## src/rtl/game_round_ctl.sv

```systemverilog
`default_nettype none
// ============================================================================
// game_round_ctl : sequences a round of ducks (launch/flight/hit/escape/pause)
//                  and keeps BCD score, ammo and ducks-left counters.
//                  Optional macro GAME_ROUND_CTL_BONUS_EN: double points on a
//                  first-shot hit.
// Revision 1.0
// ============================================================================
module game_round_ctl #(
    parameter int AMMO_PER_SHOT_ROUND = 3,
    parameter int DUCKS_PER_ROUND     = 10,
    parameter int SCORE_DIGITS        = 2,
    parameter int HIT_POINTS          = 1,
    parameter int FLIGHT_FRAMES       = 300,
    parameter int PAUSE_FRAMES        = 90
) (
    input  logic                      clk,
    input  logic                      rst,
    input  logic                      new_frame,
    input  logic                      start,
    input  logic                      shot_fired,
    input  logic                      hit,
    output logic                      duck_launch,
    output logic                      duck_kill,
    output logic                      duck_flyaway,
    output logic [3:0]                ammo,
    output logic [4*SCORE_DIGITS-1:0] score,
    output logic [7:0]                ducks_left,
    output logic                      game_over
);

    typedef enum logic [2:0] {
        S_IDLE      = 3'd0,
        S_LAUNCH    = 3'd1,
        S_FLIGHT    = 3'd2,
        S_FALL      = 3'd3,
        S_ESCAPE    = 3'd4,
        S_GAME_OVER = 3'd5
    } state_t;

    localparam int FRAME_MAX = (FLIGHT_FRAMES > PAUSE_FRAMES) ? FLIGHT_FRAMES : PAUSE_FRAMES;
    localparam int CNT_W     = (FRAME_MAX > 1) ? $clog2(FRAME_MAX) : 1;

    localparam logic [CNT_W-1:0]          FLIGHT_LAST = CNT_W'(FLIGHT_FRAMES - 1);
    localparam logic [CNT_W-1:0]          PAUSE_LAST  = CNT_W'(PAUSE_FRAMES - 1);
    localparam logic [3:0]                AMMO_LOAD   = 4'(AMMO_PER_SHOT_ROUND);
    localparam logic [7:0]                DUCKS_BCD   = {4'(DUCKS_PER_ROUND / 10), 4'(DUCKS_PER_ROUND % 10)};
    localparam logic [4*SCORE_DIGITS-1:0] SCORE_MAX   = {SCORE_DIGITS{4'h9}};

    state_t                    state, state_nxt;
    logic                      start_d;
    logic                      start_rise;
    logic [CNT_W-1:0]          frame_cnt, cnt_nxt;
    logic [3:0]                ammo_nxt;
    logic [3:0]                ammo_after_shot;
    logic [4*SCORE_DIGITS-1:0] score_nxt;
    logic [4*SCORE_DIGITS-1:0] score_sum;
    logic [7:0]                ducks_nxt;
    logic [7:0]                ducks_dec;
    logic                      kill_q, kill_nxt;
    logic                      fly_q, fly_nxt;
    logic [4:0]                add_val;

    assign start_rise      = start & ~start_d;
    assign ammo_after_shot = (shot_fired && ammo != 4'd0) ? ammo - 4'd1 : ammo;
    assign ducks_dec       = (ducks_left == 8'h00) ? 8'h00 :
                             (ducks_left[3:0] == 4'd0) ? {ducks_left[7:4] - 4'd1, 4'd9} :
                                                         {ducks_left[7:4], ducks_left[3:0] - 4'd1};

    // A hit scoring off the first shell of this duck earns the bonus.
    always_comb begin
`ifdef GAME_ROUND_CTL_BONUS_EN
        add_val = (ammo_after_shot == 4'(AMMO_PER_SHOT_ROUND - 1)) ? 5'(2 * HIT_POINTS)
                                                                   : 5'(HIT_POINTS);
`else
        add_val = 5'(HIT_POINTS);
`endif
    end

    // Digit-serial BCD add; any carry out of the top digit pins the score at all 9s.
    always_comb begin
        logic [4:0]                carry;
        logic [4:0]                dsum;
        logic [4*SCORE_DIGITS-1:0] sum;
        carry = add_val;
        dsum  = 5'd0;
        sum   = '0;
        for (int d = 0; d < SCORE_DIGITS; d++) begin
            dsum = 5'(score[4*d +: 4]) + carry;
            if (dsum >= 5'd20) begin
                sum[4*d +: 4] = 4'(dsum - 5'd20);
                carry         = 5'd2;
            end else if (dsum >= 5'd10) begin
                sum[4*d +: 4] = 4'(dsum - 5'd10);
                carry         = 5'd1;
            end else begin
                sum[4*d +: 4] = dsum[3:0];
                carry         = 5'd0;
            end
        end
        score_sum = (carry != 5'd0) ? SCORE_MAX : sum;
    end

    always_comb begin
        state_nxt = state;
        cnt_nxt   = frame_cnt;
        ammo_nxt  = ammo;
        score_nxt = score;
        ducks_nxt = ducks_left;
        kill_nxt  = 1'b0;
        fly_nxt   = 1'b0;
        case (state)
            S_IDLE, S_GAME_OVER: begin
                if (start_rise) begin
                    state_nxt = S_LAUNCH;
                    score_nxt = '0;
                    ducks_nxt = DUCKS_BCD;
                end
            end
            S_LAUNCH: begin
                ammo_nxt  = AMMO_LOAD;
                ducks_nxt = ducks_dec;
                cnt_nxt   = '0;
                state_nxt = S_FLIGHT;
            end
            S_FLIGHT: begin
                ammo_nxt = ammo_after_shot;
                if (new_frame)
                    cnt_nxt = frame_cnt + 1'b1;
                // Hit outranks both escape causes; an empty gun escapes one
                // cycle later so a hit trailing the last shell still counts.
                if (hit) begin
                    score_nxt = score_sum;
                    kill_nxt  = 1'b1;
                    cnt_nxt   = '0;
                    state_nxt = S_FALL;
                end else if (ammo == 4'd0 || (new_frame && frame_cnt == FLIGHT_LAST)) begin
                    fly_nxt   = 1'b1;
                    cnt_nxt   = '0;
                    state_nxt = S_ESCAPE;
                end
            end
            S_FALL, S_ESCAPE: begin
                if (new_frame) begin
                    if (frame_cnt == PAUSE_LAST) begin
                        cnt_nxt   = '0;
                        state_nxt = (ducks_left == 8'h00) ? S_GAME_OVER : S_LAUNCH;
                    end else begin
                        cnt_nxt = frame_cnt + 1'b1;
                    end
                end
            end
            default: state_nxt = S_IDLE;
        endcase
    end

    always_ff @(posedge clk or posedge rst) begin
        if (rst) begin
            state      <= S_IDLE;
            start_d    <= 1'b0;
            frame_cnt  <= '0;
            ammo       <= 4'd0;
            score      <= '0;
            ducks_left <= DUCKS_BCD;
            kill_q     <= 1'b0;
            fly_q      <= 1'b0;
        end else begin
            state      <= state_nxt;
            start_d    <= start;
            frame_cnt  <= cnt_nxt;
            ammo       <= ammo_nxt;
            score      <= score_nxt;
            ducks_left <= ducks_nxt;
            kill_q     <= kill_nxt;
            fly_q      <= fly_nxt;
        end
    end

    assign duck_launch  = (state == S_LAUNCH);
    assign duck_kill    = kill_q;
    assign duck_flyaway = fly_q;
    assign game_over    = (state == S_GAME_OVER);

endmodule
`default_nettype wire
```

## config.mk

```make
export PLATFORM = sky130hd
export DESIGN_NAME = game_round_ctl
export DESIGN_NICKNAME = d
export VERILOG_FILES = /design/src/rtl/game_round_ctl.sv
export SDC_FILE = /design/constraint.sdc
export NUM_CORES = 1
export LEC_CHECK = 0
export CAP_MARGIN = 10
export CORE_ASPECT_RATIO = 0.75
export CORE_MARGIN = 3
export CORE_UTILIZATION = 50
export CTS_CLUSTER_DIAMETER = 120
export DETAILED_ROUTE_END_ITERATION = 16
export PLACE_DENSITY = 0.71
export SLEW_MARGIN = 0
export SYNTH_ARGS = -nofsm -noshare
export SYNTH_HDL_FRONTEND = slang
export SYNTH_SLANG_ARGS = --single-unit
```

## constraint.sdc

```tcl
create_clock -name clk -period 4.4 [get_ports clk]
set_input_delay 0.88 -clock clk [delete_from_list [all_inputs] [get_ports clk]]
set_output_delay 0.88 -clock clk [all_outputs]
set_load 0.1 [all_outputs]
```

==> impl_metrics.tcl <==
set metrics [dict create \
    outcome "completed" \
    layout-drive-gt1-share_pct 8.497 \
    insertion_delay_ns 0.29 \
    holdPathStages 1 \
    p_int_w 0.0008841 \
    cts_resized 0 \
    dominantRegCellSynth "dfrtp_1" \
    nFillCells 408 \
    io_pins 30 \
    numCtsBuffers 5 \
    fmax_mhz 264.0 \
    rsz0062_at_grt "no" \
    switching_power_w 0.001121 \
    worstPathRequired_ns 4.58 \
    synth.top_cell.area_share_pct 34.61 \
    dieArea_sq_mm 0.005804 \
    setup_viol 0 \
    cpMaxStageDelayCell "dfrtp_1" \
    post-route-drc-count 0 \
    nets 323 \
    grt_pass1_wl_um 9204 \
    drtIter0Drc 135 \
    dp_hpwl_um 3931 \
    htree_num_levels 2 \
    finalSetupTns_ns 0 \
    area.growth.synth_to_final_pct 15.73 \
    wire_per_inst_um 15.03 \
    yosysSeqAreaShare_pct 35.67 \
    crit_cells 15 \
    slew_headroom_pct 34.77 \
    core.rowCount 21 \
    reg2reg_depth 15 \
    start_kind "flop" \
    avgSynthCellArea_sq_um 8.781 \
    first_global_vias 1918 \
    grt-ovfl-total 0 \
    netlist_instances 280 \
    synth_nets 298 \
    min_period_ns 3.788 \
    hold_viol_final 0 \
    route.vias.total 2192 \
    cts.path.max_buffers 2 \
    critical_path.max_stage_delay_ns 0.45 \
    total_power_w 0.002005 \
    pwr-share-clk_pct 11.6 \
    postSynthRegisterBits 35 \
    cp_max_fo 11 \
    irDropWorstVdd_mv 0.6190 \
    swShare_pct 55.91 \
    hold_class "flop to flop" \
    cap_violations 0 \
    n_antenna_cell 0 \
    cp_data_arrival_time_ns 3.97 \
    worst_pin_slew_ns 0.9754 \
    fin_worst_skew_ns 0.007034 \
    crit_buf_inv 0 \
    power.density_mw_per_mm2 704.7 \
    timing_worst_setup_path_type "flop to flop" \
    coreArea_sq_mm 0.004598 \
    end_kind "flop" \
    initial_core_util_pct 53.47 \
    synth_area_leaders "dfrtp_1 35%, ha_1 6.1%, o21ai_0 4.1%" \
    die_y_um 66.73 \
    crit_chain "ha_1 -> xor2_1 -> ha_1 -> a21oi_1 -> mux2i_1 -> a31oi_1 -> ha_1 -> ha_1 -> a21oi_1 -> xor2_1 -> ha_1 -> o21ai_0 -> o2bb2ai_2 -> and2_1 -> a32o_1" \
    netlist_area_sq_mm 0.002459 \
    clock_sinks 35 \
    synth_top_area_cell "dfrtp_1" \
    clkTransAtPathRegs_ns 0.07 \
    seq_power_share_pct 26.3 \
    total_leakage_power_nw 1.206 \
    avgViaCountPerCell 6.039 \
    die_w_um 86.97 \
    dr.pass1.iters 5 \
    cts_tree "done" \
    comb_power_share_pct 62.1 \
    cts-hold-fix-buffers 0 \
    grt_usage_pct 20.31 \
    post_cts_buffers 0 \
    gp_congestion 0.8767 \
    drv_slew 0 \
    antenna_found_initial 0 \
    fin_crit_sh_pct 86.09 \
    synth_edf_count 0 \
    io_buffer_count 29 \
    synth.distinct_cells 61 \
    worst_path_most_repeated_cell "ha_1" \
    crit_family "adder cells" \
    grt_max_degree 36 \
    cts_root_buffer "clkbuf_8" \
    yosysWarnings 0 \
    wl_um 5455 \
    ant_nets 0 \
    synth-async-reset-ratio_pct 100.0 \
]
through the flow:
stage               hold WS (ns)  cell area [sq um]  instances  setup slack, ns  util [%]
floorplan                 0.4660               2459        280           0.3127         -
global placement          0.5056               2761        355           0.8367     60.05
detailed placement        0.5035               2761        355           0.6809     60.05
CTS                       0.5188               2845        363           0.6522     61.88
global route              0.5503               2845        363           0.2934     61.88
finish                    0.5211               2845        363           0.6118     61.88
layer usage:
| layer | vias up | track usage, % | share of wire, % |
|---|---|---|---|
| met5 | - | 0 | 0 |
| met4 | 0 | 5.837 | 1.0 |
| met3 | 10 | 4.821 | 5.9 |
| met2 | 71 | 29.45 | 42 |
| met1 | 1038 | 29.79 | 51 |
| li1 | 1073 | - | - |
cell usage after synthesis (2+ instances only):
library cell  number
xor2_1             5
ha_1              12
and3b_1            2
nor3b_1            2
buf_6              2
buf_4              2
inv_1             16
nor2_1            24
clkbuf_1           7
nor2b_1            8
o21ai_0           20
nand2_1           20
a21o_1             2
nand3b_1           2
a22oi_1            2
dfrtp_1           34
mux2i_1            6
nand3_1           12
a31oi_1            9
a32o_1             3
nand2b_1           5
or3_1              2
o31ai_2            5
nor3_1            10
buf_2              3
a211oi_1           2
o21ai_1            5
a21oi_1           17
a22o_1             4
and2_1             3
o31ai_1            4
final timing paths:
| kind | from | to | slack [ns] |
|---|---|---|---|
| setup / recovery | score[0]$_DFFE_PP0P_ | score[5]$_DFFE_PP0P_ | 0.61 |
| hold / removal | frame_cnt[8]$_DFFE_PP0P_ | frame_cnt[8]$_DFFE_PP0P_ | 0.52 |
| setup reg to reg | score[0]$_DFFE_PP0P_ | score[5]$_DFFE_PP0P_ | 0.61 |
| hold reg to reg | frame_cnt[8]$_DFFE_PP0P_ | frame_cnt[8]$_DFFE_PP0P_ | 0.52 |
| max in group asynchronous | rst | ducks_left[4]$_DFFE_PP1P_ | 3.04 |
| min in group asynchronous | rst | frame_cnt[2]$_DFFE_PP0P_ | 1.02 |
cell type report:
| cell class | instances | area [sq um] | area share, % |
|---|---|---|---|
| multi-input cells | 214 | 1439 | 50.57 |
| clock buffers | 7 | 76.32 | 2.682 |
| flip-flops and latches | 35 | 877.1 | 30.83 |
| clock inverters | 1 | 7.507 | 0.2639 |
| inverters | 17 | 63.81 | 2.243 |
| well taps | 57 | 71.32 | 2.507 |
| repair buffers | 32 | 310.3 | 10.91 |
worst register-to-register path: cells and delay by family, from the launching register on:
| family | cells | cell delay, ns |
|---|---|---|
| AOI/OAI and AO/OA | 6 | 1.17 |
| xor gates and xnor gates | 2 | 0.37 |
| adders and majority gates | 5 | 1.33 |
| DFF | 1 | 0.45 |
| muxes | 1 | 0.17 |
| and+or+nand+nor | 1 | 0.19 |
power by group through the flow:
stage | sequential [W] | combinational [W] | clock, W
2_1_floorplan | 0.000851 | 0.000667 | 0
3_3_place_gp | 0.000527 | 0.00123 | 0
3_5_place_dp | 0.000532 | 0.00124 | 0
4_1_cts | 0.000526 | 0.00124 | 0.000238
5_1_grt | 0.000550 | 0.00134 | 0.000251
6_report | 0.000528 | 0.00125 | 0.000232
logic make-up after synthesis:
group / share of synthesized area (%)
AND/OR/NAND/NOR: 21.88
AO/OA/AOI/OAI: 25.09
flip-flops: 35.67
buffers and inverters: 5.801
adder cells (fa/ha/maj): 6.514
multiplexers: 2.901
XOR/XNOR: 2.137
registers in the layout, indices dropped and copies added, names as in the netlist:
| name | count |
|---|---|
| state | 3 |
| start_d | 1 |
| score | 8 |
| duck_kill | 1 |
| ammo | 4 |
| frame_cnt | 9 |
| ducks_left | 8 |
| duck_flyaway | 1 |
cell usage in the layout (no fill, tap or decap), drive strengths merged, types with 2 or more instances in the layout:
cell type      instances
inv                   16
a22oi                  2
a32o                   3
clkdlybuf4s50         28
a2bb2oi                2
nor3                  10
nor2b                  8
o2bb2ai                2
nand3b                 2
dfrtp                 34
a21oi                 18
nor2                  24
nand2b                 6
or3                    2
a31oi                 10
a22o                   4
mux2i                  6
nand3                 12
and2                   3
o21ai                 25
ha                    12
xor2                   5
and3b                  2
clkbuf                 7
nor3b                  3
a21o                   2
nand2                 20
a211oi                 2
o31ai                  9
buf                    4
Power figures use the tool's default switching activity.
